<file path="src/rtl/deskew_if.sv">
// Handshake/bus bundle between the accelerator controller, the systolic
// array output and the de-skew write-back block.
//   master: drives start/base_addr/num_rows/in_valid/data_in, observes the
//           SRAM write port (wen_n/waddr/wdata) and busy/done.
//   slave : the de-skew block side.
interface deskew_if #(
    parameter int N  = 8,
    parameter int DW = 8,
    parameter int AW = 10,
    parameter int RW = 8
);
    logic                   start;
    logic [AW-1:0]          base_addr;
    logic [RW-1:0]          num_rows;
    logic                   in_valid;
    logic [N-1:0][DW-1:0]   data_in;
    logic                   wen_n;
    logic [AW-1:0]          waddr;
    logic [N-1:0][DW-1:0]   wdata;
    logic                   busy;
    logic                   done;

    modport master (
        output start, base_addr, num_rows, in_valid, data_in,
        input  wen_n, waddr, wdata, busy, done
    );

    modport slave (
        input  start, base_addr, num_rows, in_valid, data_in,
        output wen_n, waddr, wdata, busy, done
    );
endinterface

</file>
<file path="src/rtl/deskew_array.sv">
// Re-aligns staggered systolic-array result columns into row words and
// writes them to SRAM with an auto-incrementing address.
//   clk, rst_n : clock, asynchronous active-low reset
//   bus        : deskew_if.slave (start/base_addr/num_rows control,
//                in_valid/data_in skewed columns, wen_n/waddr/wdata
//                SRAM write port, busy/done status)
module deskew_array #(
    parameter int N  = 8,
    parameter int DW = 8,
    parameter int AW = 10,
    parameter int RW = 8
) (
    input  logic       clk,
    input  logic       rst_n,
    deskew_if.slave    bus
);
    typedef enum logic [1:0] {IDLE, RUN, DONE} state_t;

    state_t               state, state_n;
    logic [N-1:0][DW-1:0] aligned;
    logic [N-2:0]         vsr;
    logic                 aligned_valid;
    logic [AW-1:0]        base_q;
    logic [RW-1:0]        num_q;
    logic [RW-1:0]        row_cnt;
    logic                 wr_fire;

    // Column j is late by j cycles, so it gets N-1-j stages of delay.
    for (genvar j = 0; j < N-1; j++) begin : g_col
        localparam int L = N-1-j;
        logic [DW-1:0] sr [L];
        always_ff @(posedge clk or negedge rst_n) begin
            if (!rst_n) begin
                for (int k = 0; k < L; k++) sr[k] <= '0;
            end else begin
                sr[0] <= bus.data_in[j];
                for (int k = 1; k < L; k++) sr[k] <= sr[k-1];
            end
        end
        assign aligned[j] = sr[L-1];
    end
    assign aligned[N-1] = bus.data_in[N-1];

    always_ff @(posedge clk or negedge rst_n) begin
        if (!rst_n) begin
            vsr <= '0;
        end else begin
            vsr[0] <= bus.in_valid;
            for (int k = 1; k < N-1; k++) vsr[k] <= vsr[k-1];
        end
    end
    assign aligned_valid = vsr[N-2];

    // Rows arriving once the count is exhausted are dropped.
    assign wr_fire = (state == RUN) && aligned_valid && (row_cnt != num_q);

    always_comb begin
        state_n = state;
        case (state)
            IDLE: begin
                if (bus.start)
                    state_n = (bus.num_rows == '0) ? DONE : RUN;
            end
            RUN: begin
                if (row_cnt == num_q) state_n = DONE;
            end
            DONE:    state_n = IDLE;
            default: state_n = IDLE;
        endcase
    end

    always_ff @(posedge clk or negedge rst_n) begin
        if (!rst_n) begin
            state     <= IDLE;
            base_q    <= '0;
            num_q     <= '0;
            row_cnt   <= '0;
            bus.wen_n <= 1'b1;
            bus.waddr <= '0;
            bus.wdata <= '0;
            bus.busy  <= 1'b0;
            bus.done  <= 1'b0;
        end else begin
            state     <= state_n;
            bus.busy  <= (state_n == RUN);
            bus.done  <= (state_n == DONE);
            bus.wen_n <= !wr_fire;
            if (state == IDLE && bus.start) begin
                base_q  <= bus.base_addr;
                num_q   <= bus.num_rows;
                row_cnt <= '0;
            end
            if (wr_fire) begin
                bus.waddr <= base_q + AW'(row_cnt);
                bus.wdata <= aligned;
                row_cnt   <= row_cnt + RW'(1);
            end
        end
    end
endmodule

</file>
<file path="src/flat_wrapper.sv">
// flat-port wrapper written by rule: the top's interface ports become plain ports
module deskew_array_flat 
#(
    parameter int N  = 8,
    parameter int DW = 8,
    parameter int AW = 10,
    parameter int RW = 8
)
  (clk, rst_n, bus_start, bus_base_addr, bus_num_rows, bus_in_valid, bus_data_in, bus_wen_n, bus_waddr, bus_wdata, bus_busy, bus_done);
  deskew_if #(.N(N), .DW(DW), .AW(AW), .RW(RW)) bus_i ();
  input  logic clk;
  input  logic rst_n;
  input wire logic [$bits(bus_i.start)-1:0] bus_start;
  input wire logic [$bits(bus_i.base_addr)-1:0] bus_base_addr;
  input wire logic [$bits(bus_i.num_rows)-1:0] bus_num_rows;
  input wire logic [$bits(bus_i.in_valid)-1:0] bus_in_valid;
  input wire logic [$bits(bus_i.data_in)-1:0] bus_data_in;
  output wire logic [$bits(bus_i.wen_n)-1:0] bus_wen_n;
  output wire logic [$bits(bus_i.waddr)-1:0] bus_waddr;
  output wire logic [$bits(bus_i.wdata)-1:0] bus_wdata;
  output wire logic [$bits(bus_i.busy)-1:0] bus_busy;
  output wire logic [$bits(bus_i.done)-1:0] bus_done;
  assign bus_i.start = bus_start;
  assign bus_i.base_addr = bus_base_addr;
  assign bus_i.num_rows = bus_num_rows;
  assign bus_i.in_valid = bus_in_valid;
  assign bus_i.data_in = bus_data_in;
  assign bus_wen_n = bus_i.wen_n;
  assign bus_waddr = bus_i.waddr;
  assign bus_wdata = bus_i.wdata;
  assign bus_busy = bus_i.busy;
  assign bus_done = bus_i.done;
  deskew_array #(.N(N), .DW(DW), .AW(AW), .RW(RW)) u_core (.clk(clk), .rst_n(rst_n), .bus(bus_i));
endmodule
</file>
<file path="config.mk">
export PLATFORM = sky130hd
export DESIGN_NAME = deskew_array_flat
export DESIGN_NICKNAME = d
export VERILOG_FILES = /design/src/rtl/deskew_if.sv /design/src/rtl/deskew_array.sv /design/src/flat_wrapper.sv
export SDC_FILE = /design/constraint.sdc
export NUM_CORES = 1
export LEC_CHECK = 0
export ABC_CLOCK_PERIOD_IN_PS = 2500
export CORE_MARGIN = 2
export CORE_UTILIZATION = 52
export CTS_CLUSTER_DIAMETER = 60
export DETAILED_ROUTE_END_ITERATION = 8
export PLACE_DENSITY = 0.85
export SLEW_MARGIN = 40
export SYNTH_ARGS = -nofsm -noshare
export SYNTH_HDL_FRONTEND = slang
export SYNTH_SLANG_ARGS = --single-unit
</file>
<file path="constraint.sdc">
create_clock -name clk -period 2.5 [get_ports clk]
set_clock_uncertainty 0.15 [all_clocks]
set_input_delay 0.75 -clock clk [delete_from_list [all_inputs] [get_ports clk]]
set_output_delay 0.75 -clock clk [all_outputs]
set_load 0.005 [all_outputs]
</file>
### Word-level counts from Yosys, hierarchy flattened

Cells that the tools add are included.

* logic and storage cells: 65
* flip-flop bits (word level): 336
* output and inout port bits: 77
* bits of input ports: 86

* reduce and logical (&&, ||, !) cells: 7
* equality and inequality tests: 5
* add/sub/neg operators: 2
* muxes and demuxes: 6

Operator list (count)
* 8-bit 2-to-1 mux: 2
* 10-bit by 8-bit adder with 10-bit output: 1
* 8-bit by 1-bit adder with 8-bit output (second input constant): 1
* 8-bit equality test: 1
* 8-bit logical NOT: 1
* 8-bit != test: 1
* 2-bit 2-to-1 mux: 3
* 2-bit by 1-bit equality test with 1-bit output (second input constant): 2
* 2-bit case mux with 2 select lines: 1
* 1-bit logical AND: 3
* 2-bit equality test (second input constant): 1
* 2-bit logical NOT: 1
* 2-bit nonzero test: 1
* 1-bit logical NOT: 1

### Longest topological paths before layout

Gate-level depths: netlist (run 1).

* depth after elaboration: 5
* depth in mapped cells: 8
* mapped depth without buffers: 8

### Worst setup path after synthesis (run 1)

No wires, ideal clock.

* path type: flip-flop to flip-flop
* start: register u_core.row_cnt[0]
* end: register u_core.bus.waddr[8]
* library setup time: 95 ps
* stages on the path, launching flop included: 9
* setup slack: 356 ps
* path buffers: 0
* data required time: 2255 ps
* period minus slack after synthesis: 2144 ps
* data arrival time: 1899 ps
* path through: dfrtp_1 > ha_1 > inv_1 > fa_1 > nand2b_1 > a211o_1 > a21boi_0 > nor3_1 > o31ai_1

* cells in the longest elaborated chain, start to end: 2
* elaborated cells between the ends (all ways): 3
* classes of those cells: add/sub (1); eq/ne (1); reduce/logical (1)

Ends and longest elaborated chain
* start, declared: line deskew_array.sv:25 `logic [RW-1:0] row_cnt;`
* start signal, assigned: line deskew_array.sv:96 `row_cnt <= row_cnt + RW'(1);`
* parallel branches: the longest is 2 deep, another holds 10-bit by 8-bit adder with 10-bit output
* end signal, assigned: line deskew_array.sv:94 `bus.waddr <= base_q + AW'(row_cnt);`
* end, declared: line deskew_if.sv:30 `output wen_n, waddr, wdata, busy, done`

Parallel ways; which one is timed is not known.
A chain may end at the register's enable or synchronous reset.

### Worst setup path after layout (run 1)

* start: register u_core.bus.wen_n
* end: output bus_wen_n

RTL lines
* start, declared: line deskew_if.sv:30
* start signal, assigned: line deskew_array.sv:87 `bus.wen_n <= !wr_fire;`
* end, declared: line flat_wrapper.sv:18 `output wire logic [$bits(bus_i.wen_n)-1:0] bus_wen_n;`

No word-level cell between the ends.

==> impl_results.md, run 1 <==
* Worst max-slew margin expressed relative to the limit at 67.1%
* Count of flip-flops with a built-in enable after synthesis at 0
* Number of I/O port buffers at 162
* PwrDens at 1140 nW/µm²
* Number of design rule violations left after detail routing at 0
* Number of synthesized register bits at 336
* Clock Latency Late Sink at 510 ps
* Count of fill cells added during filler insertion at 1,273
* Weighted congestion reported at the end of routability-driven placement at 0.827
* Floorplan Core Area at 19,500 µm²
* Placed instance area at 12,400 µm²
* Synthesized area divided by synthesized cell count at 14.1 µm²
* Required time of the critical path at 1600 ps
* Global routing usage summed across all routing layers at 18.8%
* Setup total negative slack at 0 ps
* Antenna diode count at 0
* Total vias in the final route at 5,794
* Top achievable clock speed at 418 MHz
* Critical path class: flop to output port
* Area overhead of the layout relative to synthesis at 30.6%
* Critical Path Stages at 1
* Fraction of final layout cells with drive strength greater than 1 at 8.12%
* Met2 layer usage reported by global route at 31.7%
* Measured slew at the worst slew-check pin at 489 ps
* Per-cell routed wire length at 15.7 µm
* IR drop worst, VDD at 0.000742 V
* Global route hottest layer: met2
* Synthesized netlist cell count at 730
* Post-Synthesis Net Count at 826
* Total grt overflow at 0
* Sinks on the clock net at 336
* Number of buffers and inverters on the critical path at 1
* Cell types occupying the most area after synthesis: dfrtp_1, nand2_1, ha_1
* Mapped cell area at 10,300 µm²
* Number of global-route vias before repair at 6,000
* Total area of sequential cells at 8410 µm²
* X dimension of the die at 145 µm
* Share of async-settable or async-resettable flops after synthesis at 100%
* Critical path, cell by cell: clkdlybuf4s50_1
* Total number of placement rows at 51
* Total of max-cap violations at 0
* IO Count at 163
* Number of buffers added by the clock tree synthesis step at 34
* Max stage delay on crit path at 510 ps
* Area share of the leading cell type in the synthesized netlist at 81.4%
* Post-Layout Inst Area at 13,500 µm²
* Class of the most critical hold timing path: flop to flop
* Overall power after layout at 15.3 mW
* Final clock period utilization by the worst path at 95.8%
* Number of iterations in the first detailed-routing pass at 5
* Net count, final at 1,021
* Vertical die dimension at 145 µm
* Via/cell ratio at 4.78
* GR met3 Demand/Resource at 3.95%
* Total wire length after detailed routing at 19,000 µm
* Commonest non-fill, non-tap cell in the layout: dfrtp_1
* Detailed Place HPWL at 12,100 µm
* Multi-input logic area at 1760 µm²
* Post-synthesis sequential area ratio at 81.6%
* Crit-path max FO at 1
* Global-route wire length before repair at 30,300 µm
* Die footprint at 21,000 µm²
* CTS H-tree depth at 2
* Final ANT Viol Nets at 0
* Top cell type by total area after synthesis: dfrtp_1
* RSZ-0062 raised after global routing: false
* GR met1 Demand/Resource at 23.5%
* Max-slew violation count at 0
* Clock transition at the register clock pins on the worst setup and hold paths after CTS at 60 ps
* Initial Util at 52.9%
* Launching element type of the critical path: flop
* Cell type group with the largest total delay on the critical path: flip-flops
* Top flip-flop cell by instance count after synthesis: dfrtp_1
* Clock root buffer master: clkbuf_16
* FF-to-FF path depth at 8
* Slowest cell on the critical path: dfstp_2
* Leak at 6.35 nW
* Largest net degree at the start of global routing at 56
* Detailed Route Iter0 Violations at 315
* Max Buffers Root-to-Sink at 3
* Crit. End Element: output port
* Min cycle time layout at 2390 ps
* Setup-violating endpoint count in the final report at 0
* Clock tree from TritonCTS: done
* Hold path cells at 0
* Number of antenna violations at the first check in global routing at 0
* Share of the core filled with cells at 69.2%
* Number of different library cells in the post-synthesis netlist at 41
* Data arrival time at the worst-slack endpoint at 1490 ps
* Count of synthesis-stage warnings from yosys at 0
* Run status: completed
* Most frequent cells in the layout: dfrtp_1, nand2_1, clkdlybuf4s50_1
* Hold Violations, Final at 0
-- per-layer routing --
metal  up-vias  part of all wire [%]
li1       2690                     -
met1      2899                    39
met2       151                    53
met3        54                   4.1
met4         0                   3.8
met5         -                     0
-- kinds of logic after synthesis --
logic type	synth area share, %
compound gates	2.57
xor+xnor	1.02
flops	81.6
mux	0.401
simple gates	11.8
fa+ha+maj	1.29
buf+inv	1.29
-- Yosys cell counts, types with 2 or more instances --
| cell type | number |
|---|---|
| a21o_1 | 3 |
| a21oi_1 | 9 |
| a22o_1 | 2 |
| a31oi_1 | 2 |
| and2_1 | 3 |
| and3_1 | 2 |
| buf_2 | 10 |
| buf_4 | 5 |
| clkbuf_1 | 7 |
| dfrtp_1 | 335 |
| ha_1 | 9 |
| inv_1 | 4 |
| mux2i_1 | 3 |
| nand2_1 | 261 |
| nand2b_1 | 3 |
| nand3_1 | 12 |
| nand4b_1 | 2 |
| nor2_1 | 5 |
| nor3_1 | 2 |
| nor4_1 | 2 |
| nor4_2 | 2 |
| o21a_1 | 2 |
| o21ai_0 | 12 |
| o31ai_1 | 3 |
| or3_1 | 4 |
| xor2_1 | 11 |
-- worst paths after layout --
kind	startpoint	to	slack, ps
worst max-delay path	u_core.bus.wen_n	bus_wen_n	110
worst min-delay path	u_core.g_col[1].sr[15]	u_core.aligned[15]	190
worst max register to register	u_core.row_cnt[0]	u_core.bus.waddr[8]	180
worst min register to register	u_core.g_col[1].sr[15]	u_core.aligned[15]	190
max in group asynchronous	rst_n	u_core.g_col[1].sr[15]	930
min in group asynchronous	rst_n	u_core.bus.wdata[6]	600
-- layout make-up --
cell class                      instances  share of cell area [%]
Timing Repair Buffer                  181                    13.7
Clock inverter                          9                   0.725
Tap cell                              265                    2.46
Inverter                                5                   0.139
Multi-Input combinational cell        367                    13.1
Clock buffer                           50                    7.36
Sequential cell                       336                    62.5
-- per-stage QoR --
stage / setup WS, ps / hold slack, ps / cells
after detailed placement: 151 / 185 / 1152
after global placement: 214 / 181 / 1152
after CTS: 86.4 / 193 / 1212
final: 106 / 191 / 1213
after floorplan: 356 / 181 / 730
after global routing: 44.1 / 200 / 1213
-- what timing repair did --
item | CTS | global route
setup buffers | 0 | 1
hold endpoints to repair | 34 | 0
setup endpoints to repair | 0 | 4
resized for setup | 0 | 1
hold buffers | 1 | 0
-- flip-flops by register name, indices dropped and copies added (netlist names) --
register and flops:
u_core.g_col.sr 176, u_core.bus.wdata 64, u_core.aligned 48, u_core.base_q 10, u_core.bus.waddr 10, u_core.num_q 8, u_core.row_cnt 8, u_core.vsr 7
u_core.state 2, u_core.bus.busy 1, u_core.bus.done 1, u_core.bus.wen_n 1
-- power by group --
group / total (mW) / switching, mW / internal [mW]
clock network: 4.79 / 1.99 / 2.79
logic: 3.48 / 1.63 / 1.85
registers: 7.08 / 0.643 / 6.44
Power figures use the tool's default switching activity.
==> run 2, diff against run 1 <==
--- a/config.mk
+++ b/config.mk
@@ -10,7 +10,7 @@
 export CORE_UTILIZATION = 52
 export CTS_CLUSTER_DIAMETER = 60
 export DETAILED_ROUTE_END_ITERATION = 8
-export PLACE_DENSITY = 0.85
+export PLACE_DENSITY = 0.82
 export SLEW_MARGIN = 40
 export SYNTH_ARGS = -nofsm -noshare
 export SYNTH_HDL_FRONTEND = slang
==> impl_results.md, run 2 (synthesis gave the netlist of run 1 again) <==
* X dimension of the die at 145 µm (unchanged)
* Part of the power in registers at 45.9% (was 46.1%)
* Measured slew at the worst slew-check pin at 477 ps (was 489 ps)
* Required time of the critical path at 1600 ps (about the same)
* Global routing usage summed across all routing layers at 19.6% (was 18.8%)
* RSZ-0062 raised after global routing: false (unchanged)
* Number of antenna violations at the first check in global routing at 1 (was 0)
* Crit-path max FO at 1 (unchanged)
* Largest register FFs at 176 (unchanged)
* Total wire length after detailed routing at 19,500 µm (was 19,000 µm)
* Worst max-slew margin expressed relative to the limit at 68.2% (was 67.1%)
* Clock Latency Late Sink at 530 ps (was 510 ps)
* Clock transition at the register clock pins on the worst setup and hold paths after CTS at 60 ps (about the same)
* Number of gates given a new drive strength after cts at 0 (unchanged)
* Clock tree from TritonCTS: done (unchanged)
* Share of total power in the clock network at 31.5% (was 31.2%)
* Die footprint at 21,000 µm² (unchanged)
* Hold Violations, Final at 0 (unchanged)
* Startpoint of the worst register-to-register path: u_core.row_cnt[0] (unchanged)
* Fraction of final layout cells with drive strength greater than 1 at 7.71% (was 8.12%)
* Class of the most critical hold timing path: input pin to asynchronous set/reset pin (was flop to flop)
* Number of design rule violations left after detail routing at 0 (unchanged)
* Global-route wire length before repair at 31,300 µm (was 30,300 µm)
* Via/cell ratio at 4.76 (was 4.78)
* Setup-violating endpoint count in the final report at 0 (unchanged)
* Worst Setup SP: u_core.bus.wen_n (unchanged)
* Total of max-cap violations at 0 (unchanged)
* Final clock period utilization by the worst path at 96.8% (was 95.8%)
* Combinational power share at 22.6% (was 22.7%)
* Max-slew violation count at 0 (unchanged)
* Initial Util at 52.9% (unchanged)
* Floorplan Core Area at 19,500 µm² (unchanged)
* Min cycle time layout at 2420 ps (was 2390 ps)
* Vertical die dimension at 145 µm (unchanged)
* Top achievable clock speed at 413 MHz (was 418 MHz)
* Final ANT Viol Nets at 0 (unchanged)
* Biggest register: u_core.g_col.sr (unchanged)
* Run status: completed (unchanged)
* CTS H-tree depth at 2 (unchanged)
* Crit. End Element: output port (unchanged)
* IR drop worst, VDD at 0.000765 V (was 0.000742 V)
* Most frequent cells in the layout: dfrtp_1, nand2_1, clkdlybuf4s50_1 (unchanged)
* Area overhead of the layout relative to synthesis at 30.6% (about the same)
* Critical path, cell by cell: clkdlybuf4s50_1 (unchanged)
* Number of I/O port buffers at 162 (unchanged)
* Setup total negative slack at 0 ps (unchanged)
* Slowest cell on the critical path: dfstp_2 (unchanged)
* Internal power consumption at 11.1 mW (about the same)
* Detailed Place HPWL at 12,000 µm (was 12,100 µm)
* Number of iterations in the first detailed-routing pass at 6 (was 5)
* Share of total power consumed by net switching at 28.0% (was 27.8%)
* Max Buffers Root-to-Sink at 3 (unchanged)
* Launching element type of the critical path: flop (unchanged)
* Total grt overflow at 0 (unchanged)
* Weighted congestion reported at the end of routability-driven placement at 0.796 (was 0.827)
* Detailed Route Iter0 Violations at 400 (was 315)
* Number of global-route vias before repair at 6,007 (was 6,000)
* Number of buffers added by the clock tree synthesis step at 34 (unchanged)
* Total number of placement rows at 51 (unchanged)
* Cell Count Post-Placement at 1,153 (was 1,152)
* Net count, final at 1,020 (was 1,021)
* Critical path class: flop to output port (unchanged)
* IO Count at 163 (unchanged)
* PwrDens at 1140 nW/µm² (about the same)
* Max stage delay on crit path at 510 ps (about the same)
* Data arrival time at the worst-slack endpoint at 1520 ps (was 1490 ps)
* Leak at 6.34 nW (was 6.35 nW)
* Number of buffers and inverters on the critical path at 1 (unchanged)
* Largest net degree at the start of global routing at 60 (was 56)
* Non-filler cells, final at 1,213 (unchanged)
* P_sw at 4.31 mW (was 4.27 mW)
* Hold-fix buffer count after cts at 0 (was 1)
* Clock root buffer master: clkbuf_16 (unchanged)
* Commonest non-fill, non-tap cell in the layout: dfrtp_1 (unchanged)
* Total vias in the final route at 5,768 (was 5,794)
* Post-CTS setup buffer count at 0 (unchanged)
* Sinks on the clock net at 336 (unchanged)
* Cell type group with the largest total delay on the critical path: flip-flops (unchanged)
* Per-cell routed wire length at 16.1 µm (was 15.7 µm)
## run 2: changes by cell type in the layout (fill, tap and decap cells not counted), sizes merged
cell | before | now
clkinv | 5 | 6
bufinv | 0 | 1
inv | 8 | 7
clkbuf | 50 | 49
diode | 0 | 1
dlygate4sd3 | 1 | 0
## run 2: path summary, 6_finish.rpt
| check | end | slack, ps | cells past startpoint |
|---|---|---|---|
| setup / recovery | bus_wen_n | 80 | 1 |
| hold / removal | u_core.g_col[0].sr[43] | 2 | 1 |
| setup reg to reg | u_core.bus.waddr[8] | 150 | 8 |
| hold reg to reg | u_core.g_col[0].sr[22] | 190 | 0 |
| max in group asynchronous | u_core.bus.wen_n | 1490 | 2 |
| min in group clk | u_core.g_col[0].sr[22] | 190 | 0 |
## run 2: layout make-up
class,instances,area (µm²)
Sequential cell,336,8410
Fill cell,1305,6000
Timing Repair Buffer,180,1850
Multi-Input combinational cell,367,1760
Clock buffer,49,947
Tap cell,265,332
Clock inverter,10,136
Inverter,5,18.8
Antenna cell,1,2.50
## run 2: per-stage QoR
step	hold WS, ps	instance area (µm²)	total power, mW	util [%]	setup WS [ps]
floorplan	181	10300	8.54	-	356
global placement	182	12400	10.5	63.6	272
detailed placement	185	12400	10.6	63.6	164
CTS	2.49	13500	15.5	69.1	55.9
global route	19.3	13500	16.3	69.1	18.0
finish	1.51	13500	15.4	69.1	80.8
## run 2: metal layers
layer	GRT usage, %	wire [µm]
met5	0	0
met4	8.23	550
met3	3.62	829
met2	33.5	10600
met1	24.8	7510
## run 2: power groups by stage
stage	Sequential (mW)	Combinational (mW)	Clock, mW
floorplan	7.05	1.49	0
global placement	7.09	3.39	0
detailed placement	7.12	3.51	0
CTS	7.06	3.54	4.94
global route	7.17	3.90	5.21
finish	7.06	3.48	4.84
